==> config.mk <==
export PLATFORM = sky130hd
export DESIGN_NAME = router_switch_allocator
export DESIGN_NICKNAME = d
export VERILOG_FILES = /design/src/rtl/router_switch_allocator.sv
export SDC_FILE = /design/constraint.sdc
export NUM_CORES = 1
export LEC_CHECK = 0
export BUFFER_PORTS_ARGS = -buffer_cell sky130_fd_sc_hd__buf_2
export CAP_MARGIN = 20
export CORE_ASPECT_RATIO = 1.75
export CORE_UTILIZATION = 25
export DETAILED_ROUTE_END_ITERATION = 10
export PLACE_DENSITY_LB_ADDON = 0.25
export SYNTH_ARGS = -nofsm -noshare
export SYNTH_HDL_FRONTEND = slang
export SYNTH_SLANG_ARGS = --single-unit
==> constraint.sdc <==
create_clock -name clk -period 5.98 [get_ports clk]
set_input_delay 1.196 -clock clk [delete_from_list [all_inputs] [get_ports clk]]
set_output_delay 1.196 -clock clk [all_outputs]
set_load 0.1 [all_outputs]
==> src/rtl/router_switch_allocator.sv <==
// Wormhole switch allocator for a 5-port mesh router.
// Every output runs its own IDLE/LOCKED FSM with a round-robin pointer.
// A lock is held from the head flit to the tail flit. A per-output credit
// counter stops flits from reaching a full downstream buffer.
module router_switch_allocator #(
  parameter int NUM_PORTS   = 5,
  parameter int CREDIT_W    = 3,
  parameter int CREDIT_INIT = 4
) (
  input  logic                   clk,
  input  logic                   rst,
  input  logic [NUM_PORTS-1:0]   req_valid,
  input  logic [3*NUM_PORTS-1:0] req_outport,
  input  logic [NUM_PORTS-1:0]   req_tail,
  output logic [NUM_PORTS-1:0]   req_ready,
  output logic [NUM_PORTS-1:0]   out_valid,
  output logic [3*NUM_PORTS-1:0] out_sel,
  input  logic [NUM_PORTS-1:0]   credit_ret,
  output logic [NUM_PORTS-1:0]   out_lock,
  output logic                   err_bad_port,
  output logic                   err_credit
);

  localparam int IDX_W = 3;
  localparam logic [IDX_W-1:0]    LAST_IDX = IDX_W'(NUM_PORTS - 1);
  localparam logic [CREDIT_W-1:0] CRED_MAX = CREDIT_W'(CREDIT_INIT);

  typedef enum logic {
    S_IDLE   = 1'b0,
    S_LOCKED = 1'b1
  } state_e;

  // Per-output control state
  state_e              state_q  [NUM_PORTS];
  state_e              state_d  [NUM_PORTS];
  logic [IDX_W-1:0]    owner_q  [NUM_PORTS];
  logic [IDX_W-1:0]    owner_d  [NUM_PORTS];
  logic [IDX_W-1:0]    ptr_q    [NUM_PORTS];
  logic [IDX_W-1:0]    ptr_d    [NUM_PORTS];
  logic [CREDIT_W-1:0] credit_q [NUM_PORTS];
  logic [CREDIT_W-1:0] credit_d [NUM_PORTS];

  logic err_bad_q, err_bad_d;
  logic err_credit_q, err_credit_d;

  // Decoded per-input outport codes
  logic [IDX_W-1:0] port_code [NUM_PORTS];

  // Advance a port index by one, wrapping at the last port.
  function automatic logic [IDX_W-1:0] wrap_inc(input logic [IDX_W-1:0] idx);
    return (idx == LAST_IDX) ? '0 : idx + IDX_W'(1);
  endfunction

  // Round-robin pick: first set candidate after ptr, wrapping.
  // Returns {found, winner}.
  function automatic logic [IDX_W:0] rr_pick(input logic [NUM_PORTS-1:0] cand,
                                             input logic [IDX_W-1:0]     ptr);
    logic [IDX_W-1:0] idx;
    logic [IDX_W-1:0] win;
    logic             found;
    idx   = ptr;
    win   = ptr;
    found = 1'b0;
    for (int k = 0; k < NUM_PORTS; k++) begin
      idx = wrap_inc(idx);
      if (!found && cand[idx]) begin
        found = 1'b1;
        win   = idx;
      end
    end
    return {found, win};
  endfunction

  // Credit update. A transfer and a return in the same cycle cancel out.
  // A return at the maximum saturates instead of wrapping.
  function automatic logic [CREDIT_W-1:0] credit_next(input logic [CREDIT_W-1:0] cred,
                                                      input logic                xfer,
                                                      input logic                ret);
    logic [CREDIT_W-1:0] res;
    case ({xfer, ret})
      2'b10:   res = cred - CREDIT_W'(1);
      2'b01:   res = (cred == CRED_MAX) ? cred : cred + CREDIT_W'(1);
      default: res = cred;
    endcase
    return res;
  endfunction

  // Slice the flat outport bus into one code per input and flag illegal codes.
  always_comb begin
    err_bad_d = err_bad_q;
    for (int i = 0; i < NUM_PORTS; i++) begin
      port_code[i] = req_outport[3*i +: 3];
      if (req_valid[i] && (port_code[i] > LAST_IDX)) begin
        err_bad_d = 1'b1;
      end
    end
  end

  // Output FSMs: arbitration while idle, flit transfer and credit flow while locked.
  always_comb begin
    logic [NUM_PORTS-1:0] cand;
    logic [IDX_W:0]       pick;
    logic                 xfer;
    req_ready    = '0;
    out_valid    = '0;
    out_lock     = '0;
    out_sel      = '0;
    err_credit_d = err_credit_q;
    cand         = '0;
    pick         = '0;
    xfer         = 1'b0;
    for (int o = 0; o < NUM_PORTS; o++) begin
      state_d[o] = state_q[o];
      owner_d[o] = owner_q[o];
      ptr_d[o]   = ptr_q[o];
      xfer       = 1'b0;
      cand       = '0;
      pick       = '0;

      out_lock[o]       = (state_q[o] == S_LOCKED);
      out_sel[3*o +: 3] = owner_q[o];

      if (state_q[o] == S_LOCKED) begin
        // Ready depends only on lock and credit, never on req_valid.
        // Nothing moves while reset is asserted.
        if ((credit_q[o] != '0) && !rst) begin
          req_ready[owner_q[o]] = 1'b1;
          if (req_valid[owner_q[o]]) begin
            xfer         = 1'b1;
            out_valid[o] = 1'b1;
            if (req_tail[owner_q[o]]) begin
              state_d[o] = S_IDLE;
              ptr_d[o]   = owner_q[o];
            end
          end
        end
      end else begin
        for (int i = 0; i < NUM_PORTS; i++) begin
          cand[i] = req_valid[i] && (port_code[i] == IDX_W'(o));
        end
        pick = rr_pick(cand, ptr_q[o]);
        if (pick[IDX_W]) begin
          state_d[o] = S_LOCKED;
          owner_d[o] = pick[IDX_W-1:0];
        end
      end

      if (credit_ret[o] && (credit_q[o] == CRED_MAX)) begin
        err_credit_d = 1'b1;
      end
      credit_d[o] = credit_next(credit_q[o], xfer, credit_ret[o]);
    end
  end

  // State, pointer, credit and sticky error registers.
  always_ff @(posedge clk) begin
    if (rst) begin
      for (int o = 0; o < NUM_PORTS; o++) begin
        state_q[o]  <= S_IDLE;
        owner_q[o]  <= '0;
        ptr_q[o]    <= LAST_IDX;
        credit_q[o] <= CRED_MAX;
      end
      err_bad_q    <= 1'b0;
      err_credit_q <= 1'b0;
    end else begin
      for (int o = 0; o < NUM_PORTS; o++) begin
        state_q[o]  <= state_d[o];
        owner_q[o]  <= owner_d[o];
        ptr_q[o]    <= ptr_d[o];
        credit_q[o] <= credit_d[o];
      end
      err_bad_q    <= err_bad_d;
      err_credit_q <= err_credit_d;
    end
  end

  assign err_bad_port = err_bad_q;
  assign err_credit   = err_credit_q;

endmodule

Word level (Yosys, flattened, before mapping)
Memories as Yosys holds them, arrays and structs flattened.
Cells that the tools add are included.
- bits in registers: 2
- latch bits: 0
- bits in writable memories: 50
- memory bits (read-only): 0
- bits of input ports: 32
- output and inout port bits: 32
- word-level logic and storage cells: 566
- memories kept: 4
- memory list (memory ; depth ; width ; read ports ; clocked after memory_dff ; wr ports ; RTL line ; RTL):
    credit_q ; 5 ; 3 ; 5 ; 0 ; 5 ; 40 ; logic [CREDIT_W-1:0] credit_q [NUM_PORTS];
    owner_q ; 5 ; 3 ; 5 ; 0 ; 5 ; 36 ; logic [IDX_W-1:0] owner_q [NUM_PORTS];
    ptr_q ; 5 ; 3 ; 5 ; 0 ; 5 ; 38 ; logic [IDX_W-1:0] ptr_q [NUM_PORTS];
    state_q ; 5 ; 1 ; 5 ; 0 ; 5 ; 34 ; state_e state_q [NUM_PORTS];
- add/sub/neg operators: 35
- multiply operators: 0
- divide/modulo/power cells: 0
- $lt $le $gt $ge: 40
- equality and inequality tests: 60
- shifts and indexed selects: 0
- mux-type cells: 303
- bitwise gates (word level): 24
- reduce and logical (&&, ||, !) cells: 98
- operators with widths (operator ; count):
    3-bit two-way mux ; 100
    1-bit two-way mux ; 148
    3-bit by 4-bit < comparator with 1-bit output (second input constant) ; 30
    1-bit binary-select mux with 3-bit select ; 35
    3-bit == test (second input constant) ; 35
    3-bit by 1-bit adder with 3-bit output (second input constant) ; 30
    1-bit logical AND ; 65
    5-bit two-way mux ; 10
    3-bit by 2-bit == test with 1-bit output (second input constant) ; 10
    3-bit case mux with 2 select lines ; 5
    1-bit zero test ; 21
    1-bit OR ; 20
    5-bit OR ; 4
    1-bit demux with 3-bit select ; 5
    3-bit by 1-bit == test with 1-bit output (second input constant) ; 5
    3-bit by 1-bit greater-or-equal comparator with 1-bit output (second input constant) ; 5
    3-bit greater-than comparator (second input constant) ; 5
    3-bit zero test ; 5
    3-bit nonzero test ; 5
    3-bit by 1-bit subtractor with 3-bit output (second input constant) ; 5
    2-bit by 1-bit == test with 1-bit output (second input constant) ; 5
    2-bit == test (second input constant) ; 5
    5-bit nonzero test ; 2

Logic depth before layout (Yosys ltp)
Gate-level depths: netlist of run 1.
- depth in word-level cells: 25
- gate-level depth with buffers: 20
- gate-level depth less buffers: 18

Least setup slack after synthesis of run 1
OpenSTA, ideal clock, no wires.
- kind: in2out
- from: input port rst
- to: output port req_ready[4]
- arrival: 3772 ps
- required time: 4784 ps
- path slack: 1012 ps
- cell stages on the path: 3
- buffers on the path: 0
- cells stage by stage: inv_1 -> o311ai_0 -> o21ai_0
- word-level cells in the longest chain between the ends: 16
- elaborated cells between the ends (all ways): 20
- those cells by class: mux: 10; bitwise: 4; reduce/logical: 6
- RTL lines (item ; RTL line ; RTL):
    from (decl) ; 11 ; input logic rst,
    1-bit zero test (*) ; 126 ; if ((credit_q[o] != '0) && !rst) begin
    1-bit logical AND ; 126 ;
    5-bit two-way mux ; 126 ;
    5-bit two-way mux ; 123 ; if (state_q[o] == S_LOCKED) begin
    5-bit OR (no line) ; -- ;
    5-bit two-way mux ; 126 ;
    5-bit two-way mux ; 123 ;
    5-bit OR (no line) ; -- ;
    5-bit two-way mux ; 126 ;
    5-bit two-way mux ; 123 ;
    5-bit OR (no line) ; -- ;
    5-bit two-way mux ; 126 ;
    5-bit two-way mux ; 123 ;
    5-bit OR (no line) ; -- ;
    5-bit two-way mux ; 126 ;
    5-bit two-way mux (*) ; 123 ;
    to (decl) ; 15 ; output logic [NUM_PORTS-1:0] req_ready,
Every way passes the cells marked *; elsewhere a longest branch is shown, timed or not.

==> results of run 1 <==
## cells in the mapped netlist (8+ instances only)
cell type,count
buf_2,9
nand3_1,47
o21ai_0,47
and2_1,13
nor2_1,102
o22ai_1,11
nor3_1,30
a31oi_1,16
mux2i_1,66
mux2_2,18
nand2_1,63
a21oi_1,59
nor3b_1,11
mux4_2,12
nor4_1,11
nand4_1,10
a211oi_1,14
nand4b_1,8
ha_1,39
clkbuf_1,35
nand2b_1,18
nor4bb_1,13
a21o_1,16
xor2_1,8
a211o_1,12
o211ai_1,19
inv_1,57
or4_1,8
dfxtp_1,52
and3_1,11
## state kept, by name, indices dropped and copies added (netlist names)
signal        flops
credit_q         15
err_credit        1
state_q           5
ptr_q            15
owner_q          15
err_bad_port      1
## placed cells by master (no fill, tap or decap), types with 10 or more instances in the layout
cell and n:
dfxtp_1 52, nor4_1 11, buf_2 63, inv_1 57, nand2b_1 18, a21o_1 16
nor4bb_1 12, mux2_2 18, nand3_1 47, buf_4 11, o22ai_1 11, nand2_1 63
nand4_1 10, a211o_1 12, a21oi_1 59, nor3b_1 11, and2_1 13, a211oi_1 14
mux2i_1 66, nor2_1 102, mux4_2 12, and3_1 11, a31oi_1 16, ha_1 39
nor3_1 30, o21ai_0 47, o211ai_1 19
## layout make-up
| cell class | count | area (um^2) | area share |
|---|---|---|---|
| Clock buffer | 7 | 153 | 0.0179 |
| Inverter | 61 | 231 | 0.0272 |
| Multi-Input combinational cell | 852 | 6210 | 0.729 |
| Sequential cell | 52 | 1040 | 0.122 |
| Tap cell | 387 | 484 | 0.0569 |
| Timing Repair Buffer | 74 | 398 | 0.0467 |
## worst register-to-register path: stages, from the launching register on
cell      delay [ns]
dfxtp_1         0.53
inv_1           0.14
ha_1            0.39
inv_1           0.12
ha_1            0.19
o21ai_1         0.07
a22oi_1         0.79
ha_1            0.38
inv_1           0.06
o31a_1          0.15
a21oi_1         0.25
o21ai_0         0.22
a221oi_2        0.39
o22ai_1         0.15
a22oi_2         0.32
mux2i_1         0.22
mux2i_1         0.10
o211a_1         0.14
## logic make-up after synthesis
logic type	after synthesis	share of synthesized area
xor gates and xnor gates	14	0.0159
muxes	99	0.152
DFF	52	0.135
buffers and inverters	113	0.0589
and+or+nand+nor	396	0.282
adders and majority gates	44	0.0764
AOI/OAI and AO/OA	299	0.280
## metal layers
metal  vias to the layer above  global-route usage  wire length (um)
li1                       3921                   -                 -
met1                      3955               0.178             10500
met2                       238               0.348             15200
met3                        52              0.0145               949
met4                         0              0.0646               858
met5                         -                   0                 0
## where the power goes
| group | internal [uW] | leakage, uW | switching [uW] |
|---|---|---|---|
| sequential | 404 | 0.000425 | 122 |
| combinational | 344 | 0.00288 | 745 |
| clock | 176 | 0.0000760 | 129 |
## worst max-delay path by stage
stage                              from                    endpoint  slack [ns]  cells past startpoint
3_3_place_gp   ptr_q[0][0]$_SDFFE_PP0P_  owner_q[0][0]$_SDFFE_PP0P_        1.43                     15
2_1_floorplan                       rst                req_ready[4]        1.01                      3
6_report       ptr_q[0][0]$_SDFFE_PP0P_  owner_q[0][1]$_SDFFE_PP0P_        1.29                     17
3_5_place_dp   ptr_q[0][0]$_SDFFE_PP0P_  owner_q[0][1]$_SDFFE_PP0P_        1.37                     17
4_1_cts        ptr_q[0][0]$_SDFFE_PP0P_  owner_q[0][1]$_SDFFE_PP0P_        1.34                     17
5_1_grt        ptr_q[0][0]$_SDFFE_PP0P_  owner_q[0][1]$_SDFFE_PP0P_        0.89                     17
## metrics by stage
stage               hold slack (ns)  std cells  cell area (um^2)
finish                        0.537       1433              8510
global route                  0.574       1433              8510
CTS                           0.542       1433              8510
detailed placement            0.526       1426              8360
global placement              0.524       1426              8360
floorplan                     0.491       1017              7690
==> impl_metrics.csv, run 1 <==
group,metric,value,unit
outcome,outcome,"finished, final reports clean",
timing,fmax,0.213,GHz
setup_path,slowest_stage,"a22oi_1",
setup_path,path_class,"reg2reg",
yosys,syn_area,7690,um^2
detailed_routing,first_pass_iters,5,
placement,place_hpwl,22400,um
global_route,grt_first_pass_wirelength,42600,um
yosys,synth_warnings,0,
finish,drive_gt1_frac,0.149,
global_route,grt_overflow,0,
detailed_routing,drc_errors,0,
global_route,grt_max_degree,40,
yosys,syn_avg_cell_area,7.57,um^2
finish,utilization,0.282,
yosys,synth_cell_type_count,105,
clock_tree,cts_hold_buf,0,
power,ir_worst_vdd,149,uV
power,total_power,1920,uW
floorplanning,dieArea,31500,um^2
floorplanning,placementRows,84,
yosys,synthTopCellsByArea,"dfxtp_1 14%, mux2i_1 8.6%, ha_1 6.3%, nor2_1 5.0%, a21oi_1 3.8%",
setup_path,end_kind,"flop",
timing,worst_pin_slew,1.06,ns
setup_path,cp.required,6.17,ns
setup_path,critPathBufInv,3,
floorplanning,core,30200,um^2
setup_path,path_delay_family,"compound AO/OA/AOI/OAI gates",
clock_tree,h-tree-depth,2,
clock_tree,cts.sinks,52,
setup_path,crit_chain,"inv_1 > ha_1 > inv_1 > ha_1 > o21ai_1 > a22oi_1 > ha_1 > inv_1 > o31a_1 > a21oi_1 > o21ai_0 > a221oi_2 > o22ai_1 > a22oi_2 > mux2i_1 > mux2i_1 > o211a_1",
timing,grt_setup_unrepaired,"no",
detailed_routing,vias_per_cell,5.70,
clock_tree,cts-resized-gates,0,
yosys,synthCells,1017,
yosys,synth_fp_nets,1093,
finish,num_antenna_cells,0,
setup_path,cp.arrival,4.88,ns
yosys,ys_async_sr_fraction,0,
clock_tree,cts_made_buffers,5,
floorplanning,fp.dieH,234,um
timing,post-route-min-period,4.69,ns
flow_run,maxCapViolations,0,
clock_tree,cts_tree,"built",
global_route,track_usage,0.172,
yosys,synth_top_area_frac,0.135,
yosys,synth_edf_count,0,
finish,fin_nets,1122,
setup_path,critPathMaxFanout,12,
global_route,antenna_found_initial,0,
timing,fin_crit_sh,0.785,
clock_tree,cts-root-buf,"clkbuf_16",
timing,fin_setup_tns,0,ns
setup_path,worstReg2RegStart,"ptr_q[0][0]$_SDFFE_PP0P_",
finish,area_growth_syn_to_layout,10.7,%
clock_tree,clk_pin_slew,0.07,ns
setup_path,r2r_slack,1.29,ns
placement,portBuffers,63,
yosys,ys_seq_area_frac,0.135,
clock_tree,post_cts_buffers,0,
floorplanning,initial_utilization,0.255,
setup_path,cp_slowest_stage_delay,0.79,ns
floorplanning,die_w,135,um
yosys,synth_top_cell_by_area,"dfxtp_1",
setup_path,reg2reg_depth,17,
timing,slew-limit-headroom,0.284,
clock_tree,clockBufferDepth,2,
worst_hold_path,hold_class,"reg2reg",
detailed_routing,drt-total-wl,27500,um
setup_path,r2r_end,"owner_q[0][1]$_SDFFE_PP0P_",
timing,setup_slack,1.29,ns
power,cellPowerDensity,226,nW/um^2
clock_tree,clock_latency,0.29,ns
finish,n_fill_cell,3298,
detailed_routing,via_count,8166,
timing,setup_violations,0,
timing,timing.final.hold_violations,0,
timing,maxSlewViolCount,0,
power,p_leak,0.00338,uW
worst_hold_path,hold_path.startpoint,"err_bad_port$_SDFFE_PP0P_",
yosys,yosys_register_bits,52,
timing,skew,0.00350,ns
detailed_routing,ant_nets,0,
worst_hold_path,hold-path-endpoint,"err_bad_port$_SDFFE_PP0P_",
setup_path,worstSetupStartpointType,"flop",
worst_hold_path,hold_path_depth,2,
yosys,yosys_most_used_dff,"dfxtp_1",
global_route,grt_pass1_vias,8026,
detailed_routing,wire_per_inst,19.2,um
placement,dpl_worst_slack,1.37,ns
floorplanning,ioPinCount,64,
detailed_routing,drtIter0Drc,393,
placement,place_congestion,0.870,
No activity file was read; power rests on OpenSTA's default activity.
==> inputs of run 2 (changes only) <==
clock period = 4.68 ns   (was 5.98 ns; I/O delays follow)
==> impl_metrics.csv, run 2 (same netlist as run 1, synthesis figures left out) <==
group,metric,value,unit
power,total_power,2470,uW
clock_tree,cts.sinks,52,
placement,place_congestion,0.896,
clock_tree,clock_latency,0.30,ns
clock_tree,clk_pin_slew,0.07,ns
setup_path,cp.arrival,4.64,ns
global_route,grt_pass1_vias,8141,
setup_path,cp.required,4.92,ns
timing,fin_setup_tns,0,ns
detailed_routing,drc_errors,0,
worst_hold_path,hold_path_depth,2,
finish,fin_nets,1144,
placement,dp_cells,1448,
finish,drive_gt1_frac,0.167,
placement,place_hpwl,22400,um
power,p_leak,0.00350,uW
power,cellPowerDensity,284,nW/um^2
floorplanning,die_w,135,um
detailed_routing,via_count,8274,
floorplanning,fp.dieH,234,um
power,ir_worst_vdd,346,uV
detailed_routing,ant_nets,0,
clock_tree,cts_hold_buf,0,
detailed_routing,first_pass_iters,5,
timing,timing.final.hold_violations,0,
timing,skew,0.00731,ns
floorplanning,initial_utilization,0.255,
detailed_routing,drt-total-wl,27300,um
floorplanning,dieArea,31500,um^2
clock_tree,clockBufferDepth,2,
setup_path,r2r_end,"owner_q[0][8]$_SDFFE_PP0P_",
timing,maxSlewViolCount,0,
setup_path,worstSetupStartpointType,"flop",
clock_tree,h-tree-depth,2,
global_route,antenna_found_initial,0,
global_route,grt_max_degree,39,
setup_path,critPathMaxFanout,10,
floorplanning,core,30200,um^2
clock_tree,post_cts_buffers,0,
timing,fmax,0.227,GHz
timing,worst_pin_slew,0.914,ns
finish,reg.largest.list,"credit_q x15, owner_q x15, ptr_q x15",
placement,portBuffers,63,
timing,grt_setup_unrepaired,"no",
timing,setup_violations,0,
detailed_routing,drtIter0Drc,341,
finish,area_growth_syn_to_layout,13.1,%
detailed_routing,vias_per_cell,5.68,
setup_path,reg2reg_depth,16,
finish,final_common_cell,"nor2_1",
timing,fin_crit_sh,0.940,
worst_hold_path,hold-path-endpoint,"err_bad_port$_SDFFE_PP0P_",
setup_path,r2r_slack,0.28,ns
setup_path,end_kind,"flop",
finish,final_cells,1456,
global_route,grt_overflow,0,
clock_tree,cts-resized-gates,0,
global_route,grt_first_pass_wirelength,42700,um
worst_hold_path,hold_path.startpoint,"err_bad_port$_SDFFE_PP0P_",
finish,utilization,0.288,
flow_run,maxCapViolations,0,
timing,slew-limit-headroom,0.383,
finish,layout_common_cells,"102 x nor2_1, 66 x mux2i_1, 63 x nand2_1",
clock_tree,cts-root-buf,"clkbuf_16",
timing,post-route-min-period,4.40,ns
setup_path,worstReg2RegStart,"ptr_q[0][6]$_SDFFE_PP0P_",
finish,num_antenna_cells,0,
detailed_routing,wire_per_inst,18.8,um
outcome,outcome,"finished, final reports clean",
global_route,track_usage,0.173,
setup_path,path_class,"reg2reg",
clock_tree,cts_made_buffers,5,
floorplanning,placementRows,84,
worst_hold_path,hold_class,"reg2reg",
floorplanning,ioPinCount,64,
clock_tree,cts_tree,"built",
==> run 2: cell count changes in the layout (fill, tap and decap cells not counted) <==
cell,delta
nor4bb_2,-1
buf_2,-2
nor4bb_1,+1
clkbuf_8,-1
o21ai_0,-1
buf_4,+22
buf_12,+2
clkinv_2,+2
o21ai_1,+1
==> run 2: how the worst max path moves through the flow <==
stage                                         from                          end  depth (start not counted)
after floorplan           ptr_q[0][9]$_SDFFE_PP0P_  owner_q[0][11]$_SDFFE_PP0P_                         18
after global placement    ptr_q[0][6]$_SDFFE_PP0P_   owner_q[0][7]$_SDFFE_PP0P_                         16
after detailed placement  ptr_q[0][6]$_SDFFE_PP0P_   owner_q[0][7]$_SDFFE_PP0P_                         16
after CTS                 ptr_q[0][6]$_SDFFE_PP0P_   owner_q[0][8]$_SDFFE_PP0P_                         16
after global routing      ptr_q[0][6]$_SDFFE_PP0P_   owner_q[0][7]$_SDFFE_PP0P_                         16
final                     ptr_q[0][6]$_SDFFE_PP0P_   owner_q[0][8]$_SDFFE_PP0P_                         16
==> run 2: metrics by stage <==
step | worst slack (ns) | cell area (um^2) | hold slack [ns]
2_1_floorplan | 0.382 | 7690 | 0.491
3_3_place_gp | 0.358 | 8550 | 0.520
3_5_place_dp | 0.325 | 8550 | 0.512
4_1_cts | 0.309 | 8700 | 0.531
5_1_grt | 0.0343 | 8700 | 0.567
6_report | 0.281 | 8700 | 0.522
==> run 2: power breakdown <==
group	internal (uW)	switching, uW	leakage, uW	total (uW)
Sequential	516	148	0.000425	664
Combinational	466	956	0.00300	1420
Clock	211	170	0.0000766	382
Total	1190	1270	0.00350	2470
==> run 2: cell type report <==
cell class,count,area (um^2)
Fill cell,3262,21500
Multi-Input combinational cell,852,6200
Sequential cell,52,1040
Timing Repair Buffer,96,593
Tap cell,387,484
Inverter,61,231
Clock buffer,6,139
Clock inverter,2,10.0
==> run 2: critical path, stage by stage (launching register included) <==
cell	delay, ns
dfxtp_1	0.57
inv_1	0.14
ha_1	0.40
inv_1	0.09
ha_1	0.24
o21ai_0	0.15
a22oi_4	0.11
ha_1	0.36
inv_1	0.12
a31oi_1	0.38
a21o_1	0.32
mux2_1	0.35
a21o_1	0.22
nor4_2	0.48
nor2_2	0.11
nor3b_2	0.17
a311o_1	0.12
==> run 2: metal layers <==
metal | track usage | share of wire | wire (um) | vias up
li1 | - | - | - | 3978
met1 | 0.178 | 0.38 | 10300 | 3954
met2 | 0.331 | 0.53 | 14400 | 251
met3 | 0.0151 | 0.033 | 910 | 91
met4 | 0.110 | 0.063 | 1710 | 0
met5 | 0 | 0 | 0 | -
==> inputs of run 3 (changes only) <==
SETUP_SLACK_MARGIN = 0.5   (was not set)
==> impl_metrics.csv, run 3 (same netlist as run 1, synthesis figures left out) <==
group,metric,value,unit
outcome,outcome,"finished, final reports clean",
power,clockPowerShare,0.148,
clock_tree,cts_tree,"built",
flow_run,maxCapViolations,0,
power,netSwitchingFraction,0.519,
setup_path,reg2reg_depth,14,
global_route,antenna_found_initial,0,
timing,fmax,0.245,GHz
clock_tree,clock_latency,0.30,ns
setup_path,cp_slowest_stage_delay,0.54,ns
power,cellPowerDensity,279,nW/um^2
power,ir_worst_vdd,290,uV
finish,final_common_cell,"nor2_1",
detailed_routing,ant_nets,0,
setup_path,cp.required,4.87,ns
placement,place_hpwl,22300,um
timing,setup_violations,0,
placement,dp_cells,1449,
detailed_routing,via_count,8314,
setup_path,r2r_end,"owner_q[0][13]$_SDFFE_PP0P_",
timing,timing.final.hold_violations,0,
setup_path,path_delay_family,"compound AO/OA/AOI/OAI gates",
setup_path,slowest_stage,"or4_1",
setup_path,worstSetupStartpointType,"flop",
floorplanning,dieArea,31500,um^2
setup_path,r2r_slack,0.59,ns
timing,fin_setup_tns,0,ns
global_route,grt_first_pass_wirelength,43500,um
detailed_routing,vias_per_cell,5.67,
setup_path,path_depth,14,
finish,fin_nets,1155,
floorplanning,die_w,135,um
clock_tree,h-tree-depth,2,
finish,num_antenna_cells,0,
placement,place_congestion,0.917,
floorplanning,initial_utilization,0.255,
finish,final_cells,1466,
clock_tree,cts_made_buffers,5,
setup_path,end_kind,"flop",
global_route,track_usage,0.175,
timing,maxSlewViolCount,0,
setup_path,worstReg2RegStart,"ptr_q[0][13]$_SDFFE_PP0P_",
clock_tree,cts_hold_buf,0,
floorplanning,fp.dieH,234,um
finish,n_fill_cell,3261,
setup_path,cp.arrival,4.28,ns
detailed_routing,drt-total-wl,27800,um
clock_tree,cts.sinks,52,
global_route,grt_overflow,0,
worst_hold_path,hold-path-endpoint,"err_bad_port$_SDFFE_PP0P_",
detailed_routing,first_pass_iters,5,
power,p_comb_frac,0.585,
placement,portBuffers,63,
floorplanning,ioPinCount,64,
setup_path,crit_chain,"inv_1 > ha_2 > a21bo_2 > ha_1 > or4_1 > and3_1 > nor4_2 > o211ai_1 > a21oi_2 > mux2_2 > o21ai_2 > and2b_1 > a221o_1 > a41o_1",
worst_hold_path,hold_class,"reg2reg",
timing,fin_crit_sh,0.874,
finish,drive_gt1_frac,0.199,
detailed_routing,wire_per_inst,19.0,um
timing,grt_setup_unrepaired,"yes",
power,power_frac_seq,0.268,
setup_path,path_class,"reg2reg",
global_route,grt_max_degree,39,
floorplanning,placementRows,84,
power,power.internal,1200,uW
worst_hold_path,hold_path.startpoint,"err_bad_port$_SDFFE_PP0P_",
clock_tree,clk_pin_slew,0.07,ns
timing,skew,0.00634,ns
setup_path,critPathBufInv,1,
finish,layout_common_cells,"102 x nor2_1, 64 x mux2i_1, 63 x nand2_1",
clock_tree,cts-root-buf,"clkbuf_16",
finish,area_growth_syn_to_layout,16.1,%
finish,reg.largest.list,"credit_q x15, owner_q x15, ptr_q x15",
power,switching_power,1300,uW
timing,post-route-min-period,4.09,ns
setup_path,critPathMaxFanout,6,
global_route,grt_pass1_vias,8286,
timing,slew-limit-headroom,0.248,
power,p_leak,0.00356,uW
timing,worst_pin_slew,1.13,ns
detailed_routing,drtIter0Drc,379,
detailed_routing,drc_errors,0,
finish,register_area,1050,um^2
clock_tree,clockBufferDepth,2,
finish,multi_input_area,6360,um^2
worst_hold_path,hold_path_depth,2,
floorplanning,core,30200,um^2
run 3: cell count changes in the layout (fill, tap and decap cells not counted), sizes merged:
cell / delta
clkinv: -1
buf: +11
run 3: cell type report:
type,instances,share of cell area
multi-input combinational,852,0.712
clock buffer,6,0.0144
inverter,61,0.0259
clock inverter,1,0.000560
sequential,52,0.117
timing repair buffer,107,0.0756
tap,387,0.0542
run 3: power by group through the flow:
stage | clock network, uW | registers [uW] | logic, uW
floorplan | 0 | 854 | 892
detailed placement | 0 | 677 | 1420
global placement | 0 | 677 | 1420
CTS | 384 | 667 | 1430
global route | 397 | 682 | 1580
finish | 369 | 668 | 1460
run 3: worst max path at each step:
stage / from / endpoint / slack [ns]
global route: ptr_q[0][13]$_SDFFE_PP0P_ / owner_q[0][13]$_SDFFE_PP0P_ / 0.44
floorplan: ptr_q[0][0]$_SDFFE_PP0P_ / owner_q[0][2]$_SDFFE_PP0P_ / 0.52
finish: ptr_q[0][13]$_SDFFE_PP0P_ / owner_q[0][13]$_SDFFE_PP0P_ / 0.59
detailed placement: ptr_q[0][13]$_SDFFE_PP0P_ / owner_q[0][13]$_SDFFE_PP0P_ / 0.44
CTS: ptr_q[0][13]$_SDFFE_PP0P_ / owner_q[0][13]$_SDFFE_PP0P_ / 0.51
global placement: ptr_q[0][13]$_SDFFE_PP0P_ / owner_q[0][13]$_SDFFE_PP0P_ / 0.54
run 3: repair_timing:
action / CTS / global route
buffers inserted: 2 / 8
gates resized for setup: 0 / 35
setup endpoints to repair: 1 / 17
pin swaps: 2 / 6
gates cloned: 0 / 0
run 3: worst reg2reg max path, stage by stage (launching register included):
cell and delay, ns:
dfxtp_2 0.39, inv_1 0.06, ha_2 0.33, a21bo_2 0.26, ha_1 0.24, or4_1 0.54
and3_1 0.24, nor4_2 0.19, o211ai_1 0.25, a21oi_2 0.21, mux2_2 0.35, o21ai_2 0.18
and2b_1 0.24, a221o_1 0.28, a41o_1 0.23
run 3: stage by stage:
| step | hold WS (ns) | cell area [um^2] | utilization | setup slack (ns) | power, uW |
|---|---|---|---|---|---|
| after floorplan | 0.491 | 7700 | - | 0.516 | 1750 |
| after global placement | 0.510 | 8560 | 0.284 | 0.543 | 2090 |
| after detailed placement | 0.509 | 8560 | 0.284 | 0.443 | 2100 |
| after CTS | 0.528 | 8710 | 0.289 | 0.509 | 2480 |
| after global routing | 0.561 | 8930 | 0.296 | 0.436 | 2660 |
| final | 0.527 | 8930 | 0.296 | 0.591 | 2500 |
run 3: metal layers:
layer	part of all wire	up-vias	track usage
li1	-	4008	-
met1	0.38	3970	0.184
met2	0.54	257	0.341
met3	0.039	79	0.0130
met4	0.048	0	0.0920
met5	0	-	0
